==> src/rtl/ysyx_23060203_lsu_if.sv <==
// Bundles for the load/store unit.
//
// ysyx_23060203_lsu_exu_if : EXU <-> LSU request/response channel
//   master = EXU (drives request, accepts response)
//   slave  = LSU (accepts request, drives response)
//   req_valid/req_ready, req_wen, req_func[2:0], req_addr[31:0], req_wdata[31:0]
//   rsp_valid/rsp_ready, rsp_rdata[31:0], rsp_err
//
// ysyx_23060203_lsu_mem_if : LSU <-> data memory bus
//   master = LSU (issues word-aligned request with byte strobe)
//   slave  = memory array (accepts request, returns one-cycle response)
//   req_valid/req_ready, wen, addr[31:0], wdata[31:0], wmask[3:0]
//   rsp_valid, rsp_rdata[31:0], rsp_err

interface ysyx_23060203_lsu_exu_if;
  logic        req_valid;
  logic        req_ready;
  logic        req_wen;
  logic [2:0]  req_func;
  logic [31:0] req_addr;
  logic [31:0] req_wdata;
  logic        rsp_valid;
  logic        rsp_ready;
  logic [31:0] rsp_rdata;
  logic        rsp_err;

  modport master (
    output req_valid, req_wen, req_func, req_addr, req_wdata, rsp_ready,
    input  req_ready, rsp_valid, rsp_rdata, rsp_err
  );

  modport slave (
    input  req_valid, req_wen, req_func, req_addr, req_wdata, rsp_ready,
    output req_ready, rsp_valid, rsp_rdata, rsp_err
  );
endinterface

interface ysyx_23060203_lsu_mem_if;
  logic        req_valid;
  logic        req_ready;
  logic        wen;
  logic [31:0] addr;
  logic [31:0] wdata;
  logic [3:0]  wmask;
  logic        rsp_valid;
  logic [31:0] rsp_rdata;
  logic        rsp_err;

  modport master (
    output req_valid, wen, addr, wdata, wmask,
    input  req_ready, rsp_valid, rsp_rdata, rsp_err
  );

  modport slave (
    input  req_valid, wen, addr, wdata, wmask,
    output req_ready, rsp_valid, rsp_rdata, rsp_err
  );
endinterface

==> src/rtl/ysyx_23060203_lsu.sv <==
// Load/store unit: initiator side of the data-memory port.
// Accepts one load/store from EXU, issues one word-aligned bus request with a
// byte strobe, aligns and sign/zero-extends read data, and returns a single
// response. One transaction in flight; every output is a flop.
//
// Ports:
//   clk  : clock
//   rst  : asynchronous, active-high reset
//   exu  : EXU request/response channel (slave modport)
//   mem  : data-memory bus (master modport)
//
// Parameters:
//   TIMEOUT_CYCLES : cycles spent in REQ+WAIT before the transaction is
//                    aborted with an error (only with LSU_TIMEOUT_EN)
//
// Build option:
//   `define LSU_TIMEOUT_EN  -> enables the REQ/WAIT watchdog counter.
//   Undefined (default)     -> REQ/WAIT wait indefinitely.

module ysyx_23060203_lsu #(
  parameter int unsigned TIMEOUT_CYCLES = 255
) (
  input  logic                          clk,
  input  logic                          rst,
  ysyx_23060203_lsu_exu_if.slave        exu,
  ysyx_23060203_lsu_mem_if.master       mem
);

  typedef enum logic [1:0] {
    S_IDLE = 2'd0,
    S_REQ  = 2'd1,
    S_WAIT = 2'd2,
    S_RESP = 2'd3
  } state_e;

  // Misaligned H/W accesses and unsupported funct3 codes are rejected
  // without touching the bus.
  function automatic logic f_illegal(input logic wen, input logic [2:0] func,
                                     input logic [1:0] off);
    logic bad_func;
    if (wen) bad_func = func[2] || (func[1:0] == 2'b11);
    else     bad_func = (func == 3'b011) || (func == 3'b110) || (func == 3'b111);
    return bad_func || ((func[1:0] == 2'b01) && off[0]) ||
           ((func[1:0] == 2'b10) && (off != 2'b00));
  endfunction

  function automatic logic [3:0] f_wmask(input logic wen, input logic [2:0] func,
                                         input logic [1:0] off);
    logic [3:0] base;
    if (!wen) return 4'b1111;
    case (func[1:0])
      2'b00:   base = 4'b0001;
      2'b01:   base = 4'b0011;
      default: base = 4'b1111;
    endcase
    return base << off;
  endfunction

  function automatic logic [31:0] f_load(input logic [2:0] func, input logic [1:0] off,
                                         input logic [31:0] word);
    logic [31:0] sh;
    sh = word >> {off, 3'b000};
    case (func)
      3'b000:  return {{24{sh[7]}}, sh[7:0]};
      3'b001:  return {{16{sh[15]}}, sh[15:0]};
      3'b100:  return {24'd0, sh[7:0]};
      3'b101:  return {16'd0, sh[15:0]};
      default: return sh;
    endcase
  endfunction

  state_e      r_state;
  state_e      w_state_nxt;
  logic        w_accept;
  logic        w_illegal;
  logic        w_timeout;
  logic        w_mem_done;

  logic [2:0]  r_func;
  logic [1:0]  r_off;
  logic        r_wen;

  logic        r_req_ready;
  logic        r_rsp_valid;
  logic [31:0] r_rsp_rdata;
  logic        r_rsp_err;
  logic        r_mem_req_valid;
  logic        r_mem_wen;
  logic [31:0] r_mem_addr;
  logic [31:0] r_mem_wdata;
  logic [3:0]  r_mem_wmask;

  assign w_illegal  = f_illegal(exu.req_wen, exu.req_func, exu.req_addr[1:0]);
  // Memory responses only count while a request is outstanding.
  assign w_mem_done = (r_state == S_WAIT) && mem.rsp_valid;

`ifdef LSU_TIMEOUT_EN
  localparam int unsigned TMO_W = ($clog2(TIMEOUT_CYCLES + 1) > 8) ?
                                  $clog2(TIMEOUT_CYCLES + 1) : 8;
  logic [TMO_W-1:0] r_tmo_cnt;

  always_ff @(posedge clk or posedge rst) begin
    if (rst)                                         r_tmo_cnt <= '0;
    else if (w_accept)                               r_tmo_cnt <= '0;
    else if ((r_state == S_REQ) || (r_state == S_WAIT)) r_tmo_cnt <= r_tmo_cnt + 1'b1;
  end

  // Fires during the TIMEOUT_CYCLES-th cycle spent in REQ/WAIT.
  assign w_timeout = ((r_state == S_REQ) || (r_state == S_WAIT)) &&
                     (r_tmo_cnt == TMO_W'(TIMEOUT_CYCLES - 1));
`else
  logic w_unused_tmo;
  assign w_unused_tmo = (TIMEOUT_CYCLES == 0);
  assign w_timeout    = 1'b0;
`endif

  always_comb begin
    w_state_nxt = r_state;
    w_accept    = 1'b0;
    case (r_state)
      S_IDLE: begin
        if (exu.req_valid) begin
          w_accept    = 1'b1;
          w_state_nxt = w_illegal ? S_RESP : S_REQ;
        end
      end
      S_REQ: begin
        if (w_timeout)          w_state_nxt = S_RESP;
        else if (mem.req_ready) w_state_nxt = S_WAIT;
      end
      S_WAIT: begin
        if (mem.rsp_valid || w_timeout) w_state_nxt = S_RESP;
      end
      S_RESP: begin
        if (exu.rsp_ready) w_state_nxt = S_IDLE;
      end
      default: w_state_nxt = S_IDLE;
    endcase
  end

  always_ff @(posedge clk or posedge rst) begin
    if (rst) begin
      r_state         <= S_IDLE;
      r_req_ready     <= 1'b1;
      r_rsp_valid     <= 1'b0;
      r_rsp_rdata     <= '0;
      r_rsp_err       <= 1'b0;
      r_mem_req_valid <= 1'b0;
      r_mem_wen       <= 1'b0;
      r_mem_addr      <= '0;
      r_mem_wdata     <= '0;
      r_mem_wmask     <= '0;
      r_func          <= '0;
      r_off           <= '0;
      r_wen           <= 1'b0;
    end else begin
      r_state         <= w_state_nxt;
      r_req_ready     <= (w_state_nxt == S_IDLE);
      r_rsp_valid     <= (w_state_nxt == S_RESP);
      r_mem_req_valid <= (w_state_nxt == S_REQ);

      if (w_accept) begin
        r_func      <= exu.req_func;
        r_off       <= exu.req_addr[1:0];
        r_wen       <= exu.req_wen;
        r_mem_wen   <= exu.req_wen;
        r_mem_addr  <= {exu.req_addr[31:2], 2'b00};
        r_mem_wdata <= exu.req_wdata << {exu.req_addr[1:0], 3'b000};
        r_mem_wmask <= f_wmask(exu.req_wen, exu.req_func, exu.req_addr[1:0]);
        r_rsp_rdata <= '0;
        r_rsp_err   <= w_illegal;
      end

      // A real memory response wins over a watchdog expiry in the same cycle.
      if (w_mem_done) begin
        r_rsp_err   <= mem.rsp_err;
        r_rsp_rdata <= (mem.rsp_err || r_wen) ? 32'd0 : f_load(r_func, r_off, mem.rsp_rdata);
      end else if (w_timeout) begin
        r_rsp_err   <= 1'b1;
        r_rsp_rdata <= '0;
      end

      if ((r_state == S_RESP) && exu.rsp_ready) begin
        r_rsp_err   <= 1'b0;
        r_rsp_rdata <= '0;
      end
    end
  end

  assign exu.req_ready = r_req_ready;
  assign exu.rsp_valid = r_rsp_valid;
  assign exu.rsp_rdata = r_rsp_rdata;
  assign exu.rsp_err   = r_rsp_err;
  assign mem.req_valid = r_mem_req_valid;
  assign mem.wen       = r_mem_wen;
  assign mem.addr      = r_mem_addr;
  assign mem.wdata     = r_mem_wdata;
  assign mem.wmask     = r_mem_wmask;

endmodule

==> src/flat_wrapper.sv <==
// flat-port wrapper written by rule: the top's interface ports become plain ports
module ysyx_23060203_lsu_flat 
#(
  parameter int unsigned TIMEOUT_CYCLES = 255
)
  (clk, rst, exu_req_valid, exu_req_wen, exu_req_func, exu_req_addr, exu_req_wdata, exu_rsp_ready, exu_req_ready, exu_rsp_valid, exu_rsp_rdata, exu_rsp_err, mem_req_valid, mem_wen, mem_addr, mem_wdata, mem_wmask, mem_req_ready, mem_rsp_valid, mem_rsp_rdata, mem_rsp_err);
  ysyx_23060203_lsu_exu_if exu_i ();
  ysyx_23060203_lsu_mem_if mem_i ();
  input  logic clk;
  input  logic rst;
  input wire logic [$bits(exu_i.req_valid)-1:0] exu_req_valid;
  input wire logic [$bits(exu_i.req_wen)-1:0] exu_req_wen;
  input wire logic [$bits(exu_i.req_func)-1:0] exu_req_func;
  input wire logic [$bits(exu_i.req_addr)-1:0] exu_req_addr;
  input wire logic [$bits(exu_i.req_wdata)-1:0] exu_req_wdata;
  input wire logic [$bits(exu_i.rsp_ready)-1:0] exu_rsp_ready;
  output wire logic [$bits(exu_i.req_ready)-1:0] exu_req_ready;
  output wire logic [$bits(exu_i.rsp_valid)-1:0] exu_rsp_valid;
  output wire logic [$bits(exu_i.rsp_rdata)-1:0] exu_rsp_rdata;
  output wire logic [$bits(exu_i.rsp_err)-1:0] exu_rsp_err;
  output wire logic [$bits(mem_i.req_valid)-1:0] mem_req_valid;
  output wire logic [$bits(mem_i.wen)-1:0] mem_wen;
  output wire logic [$bits(mem_i.addr)-1:0] mem_addr;
  output wire logic [$bits(mem_i.wdata)-1:0] mem_wdata;
  output wire logic [$bits(mem_i.wmask)-1:0] mem_wmask;
  input wire logic [$bits(mem_i.req_ready)-1:0] mem_req_ready;
  input wire logic [$bits(mem_i.rsp_valid)-1:0] mem_rsp_valid;
  input wire logic [$bits(mem_i.rsp_rdata)-1:0] mem_rsp_rdata;
  input wire logic [$bits(mem_i.rsp_err)-1:0] mem_rsp_err;
  assign exu_i.req_valid = exu_req_valid;
  assign exu_i.req_wen = exu_req_wen;
  assign exu_i.req_func = exu_req_func;
  assign exu_i.req_addr = exu_req_addr;
  assign exu_i.req_wdata = exu_req_wdata;
  assign exu_i.rsp_ready = exu_rsp_ready;
  assign exu_req_ready = exu_i.req_ready;
  assign exu_rsp_valid = exu_i.rsp_valid;
  assign exu_rsp_rdata = exu_i.rsp_rdata;
  assign exu_rsp_err = exu_i.rsp_err;
  assign mem_req_valid = mem_i.req_valid;
  assign mem_wen = mem_i.wen;
  assign mem_addr = mem_i.addr;
  assign mem_wdata = mem_i.wdata;
  assign mem_wmask = mem_i.wmask;
  assign mem_i.req_ready = mem_req_ready;
  assign mem_i.rsp_valid = mem_rsp_valid;
  assign mem_i.rsp_rdata = mem_rsp_rdata;
  assign mem_i.rsp_err = mem_rsp_err;
  ysyx_23060203_lsu #(.TIMEOUT_CYCLES(TIMEOUT_CYCLES)) u_core (.clk(clk), .rst(rst), .exu(exu_i), .mem(mem_i));
endmodule
==> config.mk <==
export PLATFORM = sky130hd
export DESIGN_NAME = ysyx_23060203_lsu_flat
export DESIGN_NICKNAME = d
export VERILOG_FILES = /design/src/rtl/ysyx_23060203_lsu_if.sv /design/src/rtl/ysyx_23060203_lsu.sv /design/src/flat_wrapper.sv
export SDC_FILE = /design/constraint.sdc
export NUM_CORES = 1
export LEC_CHECK = 0
export ABC_AREA = 1
export CORE_MARGIN = 2
export CORE_UTILIZATION = 45
export CTS_BUF_LIST = sky130_fd_sc_hd__clkbuf_2 sky130_fd_sc_hd__clkbuf_4 sky130_fd_sc_hd__clkbuf_8
export DETAILED_ROUTE_END_ITERATION = 7
export MAX_ROUTING_LAYER = met4
export PLACE_DENSITY = 0.82
export SYNTH_ARGS = -nofsm -noshare
export SYNTH_HDL_FRONTEND = slang
export SYNTH_SLANG_ARGS = --single-unit
==> constraint.sdc <==
create_clock -name clk -period 4.83 [get_ports clk]
set_clock_uncertainty 0.05 [all_clocks]
set_input_delay 0.966 -clock clk [delete_from_list [all_inputs] [get_ports clk]]
set_output_delay 0.966 -clock clk [all_outputs]
set_load 0.02 [all_outputs]
==> out/results.ini, run 1 <==
[status]
outcome = completed

[route]
drc = 0
drtAntennaViolNets = 0
firstDrtPassIters = 5
vias_per_cell = 5.07
post_drt_wl_per_cell_um = 14.8
drt_iter0_markers = 471
wirelength_mm = 15.2
num_vias = 5197

[sta]
tightest_slew_ps = 927
fin_crit_ps = 2680
hold_violations = 0
slew_violations = 0
relSlewSlack_pct = 38.2
fin_crit_sh_pct = 55.6
setup_viol = 0
fmax_mhz = 373
tns_ps = 0
grt_setup_unrepaired = no

[synth]
syn-mean-instance-area_um2 = 7.91
synth_compound_area_share_pct = 10.6
seq_area_frac_synth_pct = 50.7
syn_area_um2 = 5440
synth_xor_area_share_pct = 0
yosys_register_bits = 110
synth_cells = 687
synth_top_family_by_area = simple AND/OR/NAND/NOR gates
async_flop_share_pct = 100
synth_flop_cell = dfrtp_1
synthMuxAreaShare_pct = 0.368
synth-adder-area-share_pct = 0
synth.distinct_cells = 33
yosys.area_share.simple_pct = 31.4
synth_edf_count = 0
yosys_warnings = 0

[critical_path]
critPathArrivalTime_ps = 2920
cp_max_fo = 51
cp.required_ps = 5070
start_kind = input pin
critPathCaptureType = flip-flop
crit_type = in -> reg

[die]
num_rows = 40
die_y_um = 114
io-pin-count = 212
die_area_um2 = 13000
die_w_um = 114
start_util_pct = 45.6
core_um2 = 11900

[clock_network]
clock-sinks = 110
cts_root_buf = clkbuf_8
clock_path_buffers = 2
cts_made_buffers = 9
cts_resized = 0
holdBufCountCts = 0
clk_pin_slew_ps = 110
htreeDepth = 3
postCtsSetupBuffers = 0
cts_tree = built
clock_latency_ps = 370

[placed_design]
place_congestion = 0.881
io_buffers = 209
dpl.hpwl_mm = 10.9

[power_and_ir_drop]
finalPower_mw = 4.60
powerDensity_nw_per_um2 = 595
power_leakage_nw = 3.74
irDropWorstVdd_v = 0.000301

[grt]
antenna_found_initial = 0
grt_pass1_vias = 5062
gr-total-overflow = 0
grt_usage_pct = 24.9
grt_start_max_net_pins = 77
grt_first_pass_wirelength_mm = 24.8

[layout]
fillerInstances = 1036
syn_to_final_growth_pct = 42.2
multiInputGateArea_um2 = 2310
drive_gt1_share_pct = 6.60
final_nets = 981
antenna_cells = 0
register_area_um2 = 2750

[hold_path]
hold_path_class = reg -> reg

[run]
maxCapViolations = 0

[cells in the final DEF, fill, tap and decap left out, types with 5 or more instances in the layout]
| cell type | Yosys | layout |
|---|---|---|
| o21ai_1 | 12 | 12 |
| o21ai_0 | 41 | 41 |
| clkbuf_8 | 0 | 9 |
| dfrtp_1 | 109 | 109 |
| nand2_1 | 318 | 318 |
| a21oi_1 | 12 | 12 |
| buf_4 | 8 | 5 |
| or2_2 | 15 | 15 |
| o211ai_1 | 29 | 29 |
| inv_2 | 5 | 5 |
| clkdlybuf4s50_1 | 0 | 209 |
| nor2_1 | 21 | 21 |
| nand3_1 | 34 | 34 |
| inv_1 | 26 | 25 |
[sequential cells by signal (all words and copies together) (netlist names), 2 cells and up]
signal,count
u_core.mem.wmask,4
u_core.r_off,2
u_core.exu.rsp_rdata,32
u_core.mem.addr,30
u_core.r_state,2
u_core.r_func,3
u_core.mem.wdata,32
[report_power, final]
| group | total (mW) | switching, mW | internal [mW] |
|---|---|---|---|
| Sequential | 1.61 | 0.301 | 1.31 |
| Clock | 0.588 | 0.332 | 0.256 |
| Combinational | 2.41 | 1.37 | 1.04 |
[metal layers]
layer	wire, µm	share of wire [%]	track usage (%)
met1	6690	44	33.3
met2	7050	46	38.5
met3	1270	8.3	4.89
met4	218	1.4	7.89
met5	0	0	-
[synth_stat cells, drive strengths merged (7+ instances only)]
| cell | instances | area share, % |
|---|---|---|
| buf | 32 | 3.9 |
| or2 | 17 | 2.0 |
| nand2 | 321 | 23 |
| o21ai | 54 | 5.0 |
| nand3 | 36 | 3.8 |
| dfrtp | 109 | 50 |
| nor2 | 26 | 2.5 |
| inv | 33 | 2.5 |
| o211ai | 29 | 4.0 |
| clkbuf | 7 | 0.48 |
| a21oi | 12 | 1.1 |
[through the flow]
| stage | instance area (µm²) | setup slack, ps | cells | utilization, % | hold slack, ps |
|---|---|---|---|---|---|
| 3_3_place_gp | 7520 | 1790 | 1010 | 63.1 | 404 |
| 6_report | 7730 | 2150 | 1026 | 64.9 | 437 |
| 4_1_cts | 7730 | 2160 | 1026 | 64.9 | 437 |
| 5_1_grt | 7730 | 1990 | 1026 | 64.9 | 454 |
| 3_5_place_dp | 7520 | 1740 | 1010 | 63.1 | 410 |
| 2_1_floorplan | 5440 | 913 | 688 | - | 403 |
[layout make-up]
class                           count  share of cell area (%)
Clock inverter                      6                    1.05
Sequential cell                   110                    35.6
Inverter                           34                    1.83
Tap cell                          147                    2.38
Timing Repair Buffer              214                    27.5
Clock buffer                       10                    1.70
Multi-Input combinational cell    505                    29.9
[logic make-up after synthesis]
family                 after synthesis
AND/OR/NAND/NOR                    403
flip-flops                         110
AO/OA/AOI/OAI                       98
buffers and inverters               73
multiplexers                         2
other                                1
[worst paths after layout]
check                                                    start                                    to  slack [ps]  cells past startpoint
min reg2reg                u_core.exu.rsp_rdata[7]$_DFFE_PP0P_   u_core.exu.rsp_rdata[7]$_DFFE_PP0P_         440                      2
max reg2reg                        u_core.r_off[0]$_DFFE_PP0P_  u_core.exu.rsp_rdata[21]$_DFFE_PP0P_        2550                      7
min                        u_core.exu.rsp_rdata[7]$_DFFE_PP0P_   u_core.exu.rsp_rdata[7]$_DFFE_PP0P_         440                      2
min in group asynchronous                                  rst  u_core.exu.rsp_rdata[18]$_DFFE_PP0P_        1100                      2
max                                              exu_req_valid      u_core.mem.wdata[12]$_DFFE_PP0P_        2150                      6
max in group asynchronous                                  rst        u_core.exu.req_ready$_DFF_PP1_        2770                      3
[critical path, stage by stage]
cell,delay [ps]
clkdlybuf4s50_1,520
nand2_4,190
buf_4,370
nor2_4,420
inv_2,240
o21ai_0,200
Note: power is estimated with default switching activity, not from simulation.
==> run 2: changes to the inputs <==
Clock period 4.83 ns to 2.59 ns, I/O delays scaled along.
==> out/results.ini, run 2 (synthesis results as in run 1) <==
[critical_path]
slowest_stage = clkdlybuf4s50_1
critPathBufInv = 1
path_cells = clkdlybuf4s50_1
path_delay_family = buffers and inverters
start_kind = flip-flop
cp.depth = 1
reg2reg_depth = 6
cp_max_fo = 1
critPathArrivalTime_ps = 1510
cp.required_ps = 2020
slowest_delay_ps = 600
critPathCaptureType = primary output
crit_type = reg -> out

[route]
drt_iter0_markers = 363
num_vias = 5184
drc = 0
wirelength_mm = 15.0
vias_per_cell = 5.04
post_drt_wl_per_cell_um = 14.6
firstDrtPassIters = 5
drtAntennaViolNets = 0

[clock_network]
htreeDepth = 3
clock-sinks = 110
clk_pin_slew_ps = 120
cts_made_buffers = 9
cts_root_buf = clkbuf_8
clock_latency_ps = 370
holdBufCountCts = 0
postCtsSetupBuffers = 0
cts_resized = 0
clock_path_buffers = 2
cts_tree = built

[placed_design]
place_congestion = 0.865
dp.cells = 1013
dpl.hpwl_mm = 10.8
io_buffers = 209
place_area_um2 = 7550

[grt]
grt_first_pass_wirelength_mm = 24.2
grt_pass1_vias = 4924
use_met3_pct = 5.15
grtUsageMet2_pct = 37.8
busiest_layer = met2
met1_usage_pct = 32.1
gr-total-overflow = 0
antenna_found_initial = 0
grt_usage_pct = 24.1
grt_start_max_net_pins = 111

[status]
outcome = completed

[sta]
slew_violations = 0
fin_crit_sh_pct = 80.1
tightest_slew_ps = 598
hold_violations = 0
fmax_mhz = 482
relSlewSlack_pct = 60.1
tns_ps = 0
grt_setup_unrepaired = no
holdWs_ps = 439
setup_viol = 0
fin_crit_ps = 2070

[power_and_ir_drop]
power_leakage_nw = 3.75
irDropWorstVdd_v = 0.000703
powerDensity_nw_per_um2 = 1100

[die]
die_w_um = 114
die_y_um = 114
start_util_pct = 45.6
core_um2 = 11900
io-pin-count = 212
num_rows = 40
die_area_um2 = 13000

[layout]
layout_common_cells = 318 x nand2_1, 209 x clkdlybuf4s50_1, 109 x dfrtp_1, 41 x o21ai_0, 34 x nand3_1
design_area_um2 = 7750
layout_commonest_cell = nand2_1
antenna_cells = 0
fillerInstances = 1030
syn_to_final_growth_pct = 42.6
multiInputGateArea_um2 = 2310
final_cells = 1029
register_area_um2 = 2750
drive_gt1_share_pct = 6.92
final_nets = 984

[hold_path]
holdPathStages = 2
hold_path_class = reg -> reg

[run]
maxCapViolations = 0

## run 2: layer usage
metal | vias to the layer above | wire length, µm | share of wire, %
met5 | - | 0 | 0
met2 | 204 | 6950 | 46
met1 | 2405 | 6660 | 44
li1 | 2558 | - | -
met3 | 17 | 1200 | 8.0
met4 | 0 | 216 | 1.4
## run 2: final timing paths
kind / startpoint / end / slack, ps
setup / recovery: u_core.exu.req_ready$_DFF_PP1_ / exu_req_ready / 520
hold / removal: u_core.mem.addr[25]$_DFFE_PP0P_ / u_core.mem.addr[25]$_DFFE_PP0P_ / 440
setup reg to reg: u_core.r_off[1]$_DFFE_PP0P_ / u_core.exu.rsp_rdata[28]$_DFFE_PP0P_ / 760
hold reg to reg: u_core.mem.addr[25]$_DFFE_PP0P_ / u_core.mem.addr[25]$_DFFE_PP0P_ / 440
max in group asynchronous: rst / u_core.r_off[0]$_DFFE_PP0P_ / 1430
min in group asynchronous: rst / u_core.exu.rsp_rdata[26]$_DFFE_PP0P_ / 590
## run 2: tightest hold or removal path: cells and delay by family, from the launching register on
kind             cells  cell delay (ps)
flip-flops           1              360
AND/OR/NAND/NOR      2              100
## run 2: power by group
group	internal (mW)	switching (mW)	leakage (nW)
combinational	1.96	2.60	2.24
clock	0.381	0.651	0.0983
sequential	2.44	0.493	1.42
## run 2: through the flow
step / power [mW] / worst slack (ps) / utilization [%]
CTS: 8.60 / 482 / 65.1
global route: 9.12 / 465 / 65.1
floorplan: 5.62 / 693 / -
finish: 8.52 / 515 / 65.1
global placement: 7.46 / 450 / 63.4
detailed placement: 7.54 / 402 / 63.4
## run 2: cell type report
type	count	area share (%)
Clock buffer	9	1.60
Clock inverter	7	0.920
Inverter	34	1.84
Multi-Input combinational cell	505	29.8
Sequential cell	110	35.5
Tap cell	147	2.37
Timing Repair Buffer	217	27.9
